`src/rtl/jpeg_ecs_bit_reader.sv`:
```
`default_nettype none
// ============================================================================
//  Module   : jpeg_ecs_bit_reader
//  Function : JPEG ECS front end: strips 0xFF00 stuffing, holds markers and
//             presents a left-aligned MSB-first bit window to the decoder.
//             Optional macro JPEG_BITRD_PAD1_EN: 1-padding of the window and
//             silent saturation of over-consume while a marker is held.
//  Revision : 1.0  initial release
// ============================================================================
module jpeg_ecs_bit_reader #(
    parameter int WIN_W = 16,
    parameter int BUF_W = 32
) (
    input  logic             clk,
    input  logic             rst_n,
    input  logic             in_valid,
    input  logic [7:0]       in_data,
    output logic             in_ready,
    output logic [WIN_W-1:0] out_bits,
    output logic [5:0]       out_avail,
    input  logic             consume_valid,
    input  logic [4:0]       consume_len,
    output logic             marker_valid,
    output logic [7:0]       marker_code,
    output logic             marker_is_rst,
    input  logic             marker_ack,
    output logic             err
);

    typedef enum logic [1:0] {
        ST_RUN     = 2'd0,
        ST_FF_SEEN = 2'd1,
        ST_MARKER  = 2'd2
    } state_t;

    localparam logic [5:0] ACCEPT_MAX = 6'(BUF_W - 8);

    state_t           state_q, state_d;
    logic [BUF_W-1:0] buf_q, buf_d;
    logic [5:0]       fill_q, fill_d;
    logic [7:0]       marker_code_q, marker_code_d;
    logic             err_q, err_d;

    logic             accept;
    logic             do_consume;
    logic             over;
    logic             append;
    logic [7:0]       append_byte;
    logic [BUF_W-1:0] buf_after;
    logic [5:0]       fill_after;

    // Registers only: no combinational path from the consume side.
    assign in_ready = (state_q != ST_MARKER) && (fill_q <= ACCEPT_MAX);

    always_comb begin
        state_d       = state_q;
        marker_code_d = marker_code_q;
        err_d         = err_q;
        append        = 1'b0;
        append_byte   = in_data;
        buf_after     = buf_q;
        fill_after    = fill_q;

        accept     = in_valid && in_ready;
        do_consume = consume_valid && (consume_len != 5'd0);
        over       = do_consume && ({1'b0, consume_len} > fill_q);

        // Consume is applied first so a same-cycle byte lands at fill - len.
        if (do_consume) begin
            if (over) begin
                buf_after  = '0;
                fill_after = '0;
`ifdef JPEG_BITRD_PAD1_EN
                if (state_q != ST_MARKER) begin
                    err_d = 1'b1;
                end
`else
                err_d = 1'b1;
`endif
            end else begin
                buf_after  = buf_q << consume_len;
                fill_after = fill_q - {1'b0, consume_len};
            end
        end

        case (state_q)
            ST_RUN: begin
                if (accept) begin
                    if (in_data == 8'hFF) begin
                        state_d = ST_FF_SEEN;
                    end else begin
                        append = 1'b1;
                    end
                end
            end
            ST_FF_SEEN: begin
                if (accept) begin
                    if (in_data == 8'h00) begin
                        append      = 1'b1;
                        append_byte = 8'hFF;
                        state_d     = ST_RUN;
                    end else if (in_data != 8'hFF) begin
                        marker_code_d = in_data;
                        state_d       = ST_MARKER;
                    end
                end
            end
            ST_MARKER: begin
                if (marker_ack) begin
                    state_d = ST_RUN;
                end
            end
            default: state_d = ST_RUN;
        endcase

        buf_d  = buf_after;
        fill_d = fill_after;
        if (append) begin
            buf_d  = buf_after | ({append_byte, {(BUF_W-8){1'b0}}} >> fill_after);
            fill_d = fill_after + 6'd8;
        end
    end

    always_ff @(posedge clk or negedge rst_n) begin
        if (!rst_n) begin
            state_q       <= ST_RUN;
            buf_q         <= '0;
            fill_q        <= '0;
            marker_code_q <= '0;
            err_q         <= 1'b0;
        end else begin
            state_q       <= state_d;
            buf_q         <= buf_d;
            fill_q        <= fill_d;
            marker_code_q <= marker_code_d;
            err_q         <= err_d;
        end
    end

`ifdef JPEG_BITRD_PAD1_EN
    logic [BUF_W-1:0] pad_mask;
    // Ones at every position at or beyond fill.
    assign pad_mask = {BUF_W{1'b1}} >> fill_q;
    assign out_bits = buf_q[BUF_W-1 -: WIN_W] |
                      ((state_q == ST_MARKER) ? pad_mask[BUF_W-1 -: WIN_W] : {WIN_W{1'b0}});
`else
    assign out_bits = buf_q[BUF_W-1 -: WIN_W];
`endif

    assign out_avail     = fill_q;
    assign marker_valid  = (state_q == ST_MARKER);
    assign marker_code   = marker_code_q;
    assign marker_is_rst = (marker_code_q[7:3] == 5'b11010);
    assign err           = err_q;

endmodule
`default_nettype wire
```
`config.mk`:
```
export PLATFORM = sky130hd
export DESIGN_NAME = jpeg_ecs_bit_reader
export DESIGN_NICKNAME = d
export VERILOG_FILES = /design/src/rtl/jpeg_ecs_bit_reader.sv
export SDC_FILE = /design/constraint.sdc
export NUM_CORES = 1
export LEC_CHECK = 0
export ABC_CLOCK_PERIOD_IN_PS = 3000
export BUFFER_PORTS_ARGS = -buffer_cell sky130_fd_sc_hd__buf_2
export CAP_MARGIN = 20
export CORE_ASPECT_RATIO = 1.75
export CORE_UTILIZATION = 54
export CTS_CLUSTER_DIAMETER = 30
export CTS_CLUSTER_SIZE = 25
export DETAILED_ROUTE_END_ITERATION = 16
export PLACE_DENSITY = 0.75
export SLEW_MARGIN = 20
export SYNTH_ARGS = -nofsm -noshare
export SYNTH_HDL_FRONTEND = slang
export SYNTH_SLANG_ARGS = --single-unit
```
`constraint.sdc`:
```
create_clock -name clk -period 3 [get_ports clk]
set_clock_uncertainty 0.05 [all_clocks]
set_input_delay 0.6 -clock clk [delete_from_list [all_inputs] [get_ports clk]]
set_output_delay 0.6 -clock clk [all_outputs]
set_load 0.01 [all_outputs]
```
==> results.toml, run 1 <==
[synth]
ys_seq_area_share_pct = 26.8
synthTopCellsByArea = "dfrtp_1 27%, mux2i_1 9.9%, mux4_2 7.9%"
synth_seq_cells = 49
post_synth_mux_area_share_pct = 20.9
netlist_area_sq_mm = 0.00457
synth_top_area_share_pct = 26.8
async_flop_share_pct = 100
ys_types = 83
avgSynthCellArea_sq_um = 8.90
synth_largest_area_cell = "dfrtp_1"
synth-adder-area-share_pct = 2.08
synth_top_family_by_area = "compound AO/OA/AOI/OAI gates"
syn_inst = 513
synth_edf_count = 0
synth-simple-area-share_pct = 17.8
synth_ff_type = "dfrtp_1"
yosysWarningCount = 0
syn-num-nets = 538
synth_xor_area_share_pct = 0.959
synth_compound_area_share_pct = 24.2

[clocking]
cts_max_level = 2
numCtsBuffers = 5
clk_latency_ns = 0.30
clock_path_buffers = 2
cts_tree = "built"
clock_sinks = 49
clk_pin_slew_ns = 0.07
hold_buffers = 0
clock-root-buffer = "clkbuf_16"

[timing]
worst_slew_margin_rel_pct = 64.0
worst_pin_slew_ns = 0.540
final.setup.worst_slack_ns = -0.00765
fin_crit_sh_pct = 100
rsz0062_at_grt = "yes"
fin_setup_tns_ns = -0.00807
fmax_ghz = 0.332
holdWs_ns = 0.216
slew_violations = 0
hold_viol_final = 0
setup_viol = 2
finalCriticalPeriod_ns = 3.01

[global_route]
overflow = 0
grt_max_degree = 36
track_usage_pct = 42.6
grt_pass1_wl_um = 27200
grt_pass1_vias = 4955
antenna_found_initial = 1

[floorplanning]
dieArea_sq_mm = 0.00884
die-width_um = 71.5
rows = 44
ioPinCount = 52
coreArea_sq_mm = 0.00826
start_util_pct = 55.3
die_h_um = 124

[cells_and_area]
drive_gt1_share_pct = 42.5
antenna_cells = 0
layout.nets = 655
synthToLayoutAreaGrowth_pct = 32.7

[power_and_ir_drop]
p_comb_share_pct = 69.5
switching_share_pct = 47.1
power_switching_w = 0.00274
p_int_w = 0.00308
sequentialPowerShare_pct = 20.8
ir_drop_mv = 0.710
clkPwrFrac_pct = 9.7
power.leakage_nw = 2.70
p_per_area_mw_per_mm2 = 960

[routing]
viasPerCell = 6.91
drt_wl_total_um = 18400
drcViolationCount = 0
ant_nets = 0
drt_iter0_markers = 509
routedWlPerCell_um = 25.4
firstDrtPassIters = 6
dr_total_vias = 4995

[outcome]
violations = "negative setup slack"
status = "finished with violations"

[placed_design]
hpwlAfterDp_um = 14000
io_buffer_count = 51
gp_congestion = 1.01

[worst_setup_path]
cp_max_fo = 8
criticalPathCategory = "flop to flop"
rrSetupSlack_ns = -0.008
timing.rr.end = "buf_q[10]"
timing.rr.start = "out_avail[0]"
critPathLaunch = "out_avail[0]"
start_kind = "flop"
reg2reg_depth = 16
crit_end = "buf_q[10]"
critPathRequiredTime_ns = 3.17
cp.arrival_ns = 3.18
cp-end-kind = "flop"

[flow_run]
drv_cap = 0

[worst_hold_path]
min-delay-path-class = "input pin to async pin"
registers in the layout, summed over array words and instances (netlist names):
| register | count |
|---|---|
| buf_q | 32 |
| state_q | 2 |
| err | 1 |
| marker_code | 8 |
| out_avail | 6 |
synth_stat cells, drive strengths merged (4+ instances only):
cell,count
nor2,36
a221o,6
ha,6
nor2b,6
inv,11
clkbuf,16
mux2,12
mux4,16
nand2,82
and2,7
a221oi,6
a222oi,4
a211oi,6
nor4,5
dfrtp,49
a22oi,9
o22ai,8
o31ai,4
a22o,5
o221ai,11
nand3,9
a21oi,28
mux2i,45
o211ai,4
nor3,10
o21ai,28
buf,30
cell families after synthesis:
logic type	count (synthesis)
AO/OA/AOI/OAI	149
XOR/XNOR	5
adder cells (fa/ha/maj)	7
buffers and inverters	59
flip-flops	49
multiplexers	73
AND/OR/NAND/NOR	171
power by group through the flow:
stage / logic [W] / registers, W / clock network [W]
floorplan: 0.00204 / 0.00109 / 0
global placement: 0.00337 / 0.00117 / 0
detailed placement: 0.00342 / 0.00118 / 0
CTS: 0.00352 / 0.00117 / 0.000572
global route: 0.00422 / 0.00121 / 0.000595
finish: 0.00404 / 0.00121 / 0.000565
how the worst min path moves through the flow:
stage	slack, ns	end
after CTS	0.22	marker_code[7]
after global placement	0.41	err
final	0.22	marker_code[7]
after floorplan	0.25	buf_q[0]
after global routing	0.25	state_q[0]
after detailed placement	0.42	err
cell type report:
| type | instances | area, sq um |
|---|---|---|
| inverter | 13 | 111 |
| fill | 627 | 2200 |
| sequential | 49 | 1230 |
| timing repair buffer | 156 | 1120 |
| tap | 92 | 115 |
| clock buffer | 6 | 129 |
| multi-input combinational | 405 | 3340 |
| clock inverter | 2 | 15.0 |
routing by layer:
layer  wire length (um)  global-route usage (%)  up-vias  part of all wire (%)
met2               9490                    74.2      290                    52
li1                   -                       -     2183                     -
met5                 18                       0        -                 0.098
met4               1890                    40.8        2                    10
met1               5690                    40.1     2411                    31
met3               1280                    10.1      109                   7.0
what timing repair did:
action                                  in CTS  in global routing
setup buffers                                4                  6
endpoints found under the setup margin      30                 32
resized for setup                           13                 61
pin swaps                                    9                 31
placed cells by master (no fill, tap or decap), types with 5 or more instances in the layout:
cell        n
nor2b_1     5
a21oi_2     5
buf_6      11
buf_2      48
mux2i_1    39
mux4_2     16
nor2_1     29
clkbuf_16   5
nand3_1     7
a221o_1     6
o21ai_0    17
dfrtp_1    49
o221ai_1   10
mux2_2     10
o21ai_1     8
nor3_1      6
nor2_2      5
buf_4      95
inv_1       5
nand2_1    79
o22ai_1     7
a22oi_1     6
a21oi_1    21
worst max-delay path: stages, from the launching register on:
cell and delay, ns:
dfrtp_1 0.38, inv_2 0.06, ha_4 0.16, fa_2 0.37, nor2b_4 0.14, o211ai_1 0.14
buf_4 0.19, buf_4 0.15, and2_4 0.15, o31a_1 0.34, inv_4 0.15, buf_6 0.12
nand2_2 0.06, nor2_2 0.15, buf_6 0.15, a222oi_1 0.07, o21ai_1 0.10
per-stage QoR:
stage | worst slack (ns) | util [%] | cells | power [W] | area (sq um)
floorplan | -0.169 | - | 513 | 0.00313 | 4770
CTS | -0.00975 | 69.8 | 718 | 0.00526 | 5760
detailed placement | -0.474 | 67.1 | 707 | 0.00461 | 5540
finish | -0.00765 | 73.4 | 723 | 0.00582 | 6060
global route | -0.0669 | 73.4 | 723 | 0.00603 | 6060
global placement | -0.432 | 67.1 | 707 | 0.00453 | 5540
(Power assumes the default switching activity.)
==> inputs of run 2 (changes only) <==
--- a/config.mk
+++ b/config.mk
@@ -5,7 +5,7 @@
 export SDC_FILE = /design/constraint.sdc
 export NUM_CORES = 1
 export LEC_CHECK = 0
-export ABC_CLOCK_PERIOD_IN_PS = 3000
+export ABC_CLOCK_PERIOD_IN_PS = 2700
 export BUFFER_PORTS_ARGS = -buffer_cell sky130_fd_sc_hd__buf_2
 export CAP_MARGIN = 20
 export CORE_ASPECT_RATIO = 1.75
==> constraint.sdc (replaced) <==
create_clock -name clk -period 2.7 [get_ports clk]
set_clock_uncertainty 0.05 [all_clocks]
set_input_delay 0.54 -clock clk [delete_from_list [all_inputs] [get_ports clk]]
set_output_delay 0.54 -clock clk [all_outputs]
set_load 0.01 [all_outputs]
==> run 2 against run 1 <==
Net effect:
- the flow still finishes with violations (negative setup slack)
- power rose by 30%
- core utilization rose by 8.0 points
- die area did not move
- critical path depth fell by 3
- via count rose by 10%
- sequential power rose by 11%
- register-to-register slack got worse by 0.41 ns
==> results.toml, run 2 (same netlist as run 1, synthesis figures left out) <==
[floorplanning]
die-width_um = 71.5
dieArea_sq_mm = 0.00884
coreArea_sq_mm = 0.00826
start_util_pct = 55.3
rows = 44
die_h_um = 124
ioPinCount = 52

[routing]
routedWlPerCell_um = 26.4
viasPerCell = 7.13
drt_iter0_markers = 623
drt_wl_total_um = 20400
firstDrtPassIters = 8
dr_total_vias = 5508
drcViolationCount = 0
ant_nets = 0

[clocking]
clk_pin_slew_ns = 0.07
clock_path_buffers = 2
hold_buffers = 0
cts_max_level = 2
cts_tree = "built"
clk_latency_ns = 0.29
clock-root-buffer = "clkbuf_16"
numCtsBuffers = 5
clock_sinks = 49

[outcome]
violations = "negative setup slack"
status = "finished with violations"

[worst_setup_path]
criticalPathCategory = "input pin to flop"
cp_max_fo = 6
cp.arrival_ns = 3.23
cp-end-kind = "flop"
start_kind = "input pin"
critPathRequiredTime_ns = 2.80

[placed_design]
gp_congestion = 1.04
dp_slack_ns = -0.669
io_buffer_count = 51
hpwlAfterDp_um = 13800

[global_route]
overflow = 0
grt_pass1_vias = 5391
antenna_found_initial = 1
grt_max_degree = 50
track_usage_pct = 45.8
grt_pass1_wl_um = 29600

[timing]
hold_viol_final = 0
fin_crit_sh_pct = 116
fmax_ghz = 0.319
slew_violations = 0
worst_slew_margin_rel_pct = 38.8
holdWs_ns = 0.297
rsz0062_at_grt = "yes"
worst_pin_slew_ns = 0.908
finalCriticalPeriod_ns = 3.13
final.setup.worst_slack_ns = -0.430
setup_viol = 35

[worst_hold_path]
min-delay-path-class = "input pin to async pin"

[power_and_ir_drop]
fin_total_pwr_w = 0.00757
p_per_area_mw_per_mm2 = 1130
ir_drop_mv = 0.920
power.leakage_nw = 3.05

[cells_and_area]
seqCellArea_sq_mm = 0.00123
synthToLayoutAreaGrowth_pct = 47.1
layout_commonest_cell = "buf_4"
antenna_cells = 0
largest_register_ffs = 32
top_register = "buf_q"
layout.nets = 705
final_cell_mix = "129 x buf_4, 74 x nand2_1, 49 x dfrtp_1, 49 x buf_2, 41 x mux2i_1"
drive_gt1_share_pct = 49.9
fillers = 479
multi_input_area_sq_mm = 0.00352

[flow_run]
drv_cap = 0
==> run 2: cell count changes in the layout (fill, tap and decap cells not counted), sizes merged <==
cell	change
clkinvlp	-2
bufinv	+2
inv	+2
clkbuf	-1
clkinv	-1
buf	+50
==> run 2: routing by layer <==
layer / global-route usage, % / part of all wire, %
met2: 81.7 / 50
met3: 10.9 / 7.4
met1: 43.8 / 31
met5: 0 / 0.083
met4: 38.2 / 11
==> run 2: path summary, 6_finish.rpt <==
| check | cells after the start | slack, ns | from | end |
|---|---|---|---|---|
| min in group clk | 3 | 0.46 | marker_ack | state_q[1] |
| max reg2reg | 15 | -0.42 | out_avail[0] | buf_q[28] |
| max in group asynchronous | 2 | 1.87 | rst_n | buf_q[29] |
| min | 2 | 0.30 | rst_n | marker_code[6] |
| max | 13 | -0.43 | consume_len[1] | buf_q[9] |
| min reg2reg | 1 | 0.47 | marker_code[0] | marker_code[0] |
==> run 2: final cells by class <==
| type | instances | share of cell area [%] |
|---|---|---|
| Tap cell | 92 | 1.71 |
| Clock inverter | 3 | 1.02 |
| Clock buffer | 5 | 1.86 |
| Multi-Input combinational cell | 405 | 52.4 |
| Sequential cell | 49 | 18.3 |
| Inverter | 13 | 1.55 |
| Timing Repair Buffer | 206 | 23.2 |
==> run 2: through the flow <==
step	util, %	instances	area [sq um]	setup TNS, ns
after floorplan	-	513	4790	-8.68
after global placement	69.0	725	5690	-15.49
after detailed placement	69.0	725	5690	-17.18
after CTS	77.2	759	6370	-7.21
after global routing	81.3	773	6720	-12.55
final	81.3	773	6720	-11.21
==> run 2: what timing repair did <==
action	4_1_cts	5_1_grt
setup endpoints to repair	33	42
pin swaps	41	37
buffers inserted	27	16
gates resized for setup	70	46
endpoints found under the hold margin	0	0
==> run 2: critical path, stage by stage <==
cell	delay, ns
buf_4	0.16
or4_4	0.56
o21ai_4	0.28
buf_4	0.20
buf_4	0.17
nand2_1	0.10
o31ai_2	0.12
or3_4	0.24
buf_12	0.13
nor2_4	0.04
buf_6	0.11
a222oi_1	0.42
o31ai_4	0.16
==> run 2: power breakdown <==
part | internal (W) | switching (W) | total (W)
registers | 0.000967 | 0.000372 | 0.00134
clock network | 0.000535 | 0.000296 | 0.000830
logic | 0.00259 | 0.00281 | 0.00540
total | 0.00409 | 0.00347 | 0.00757
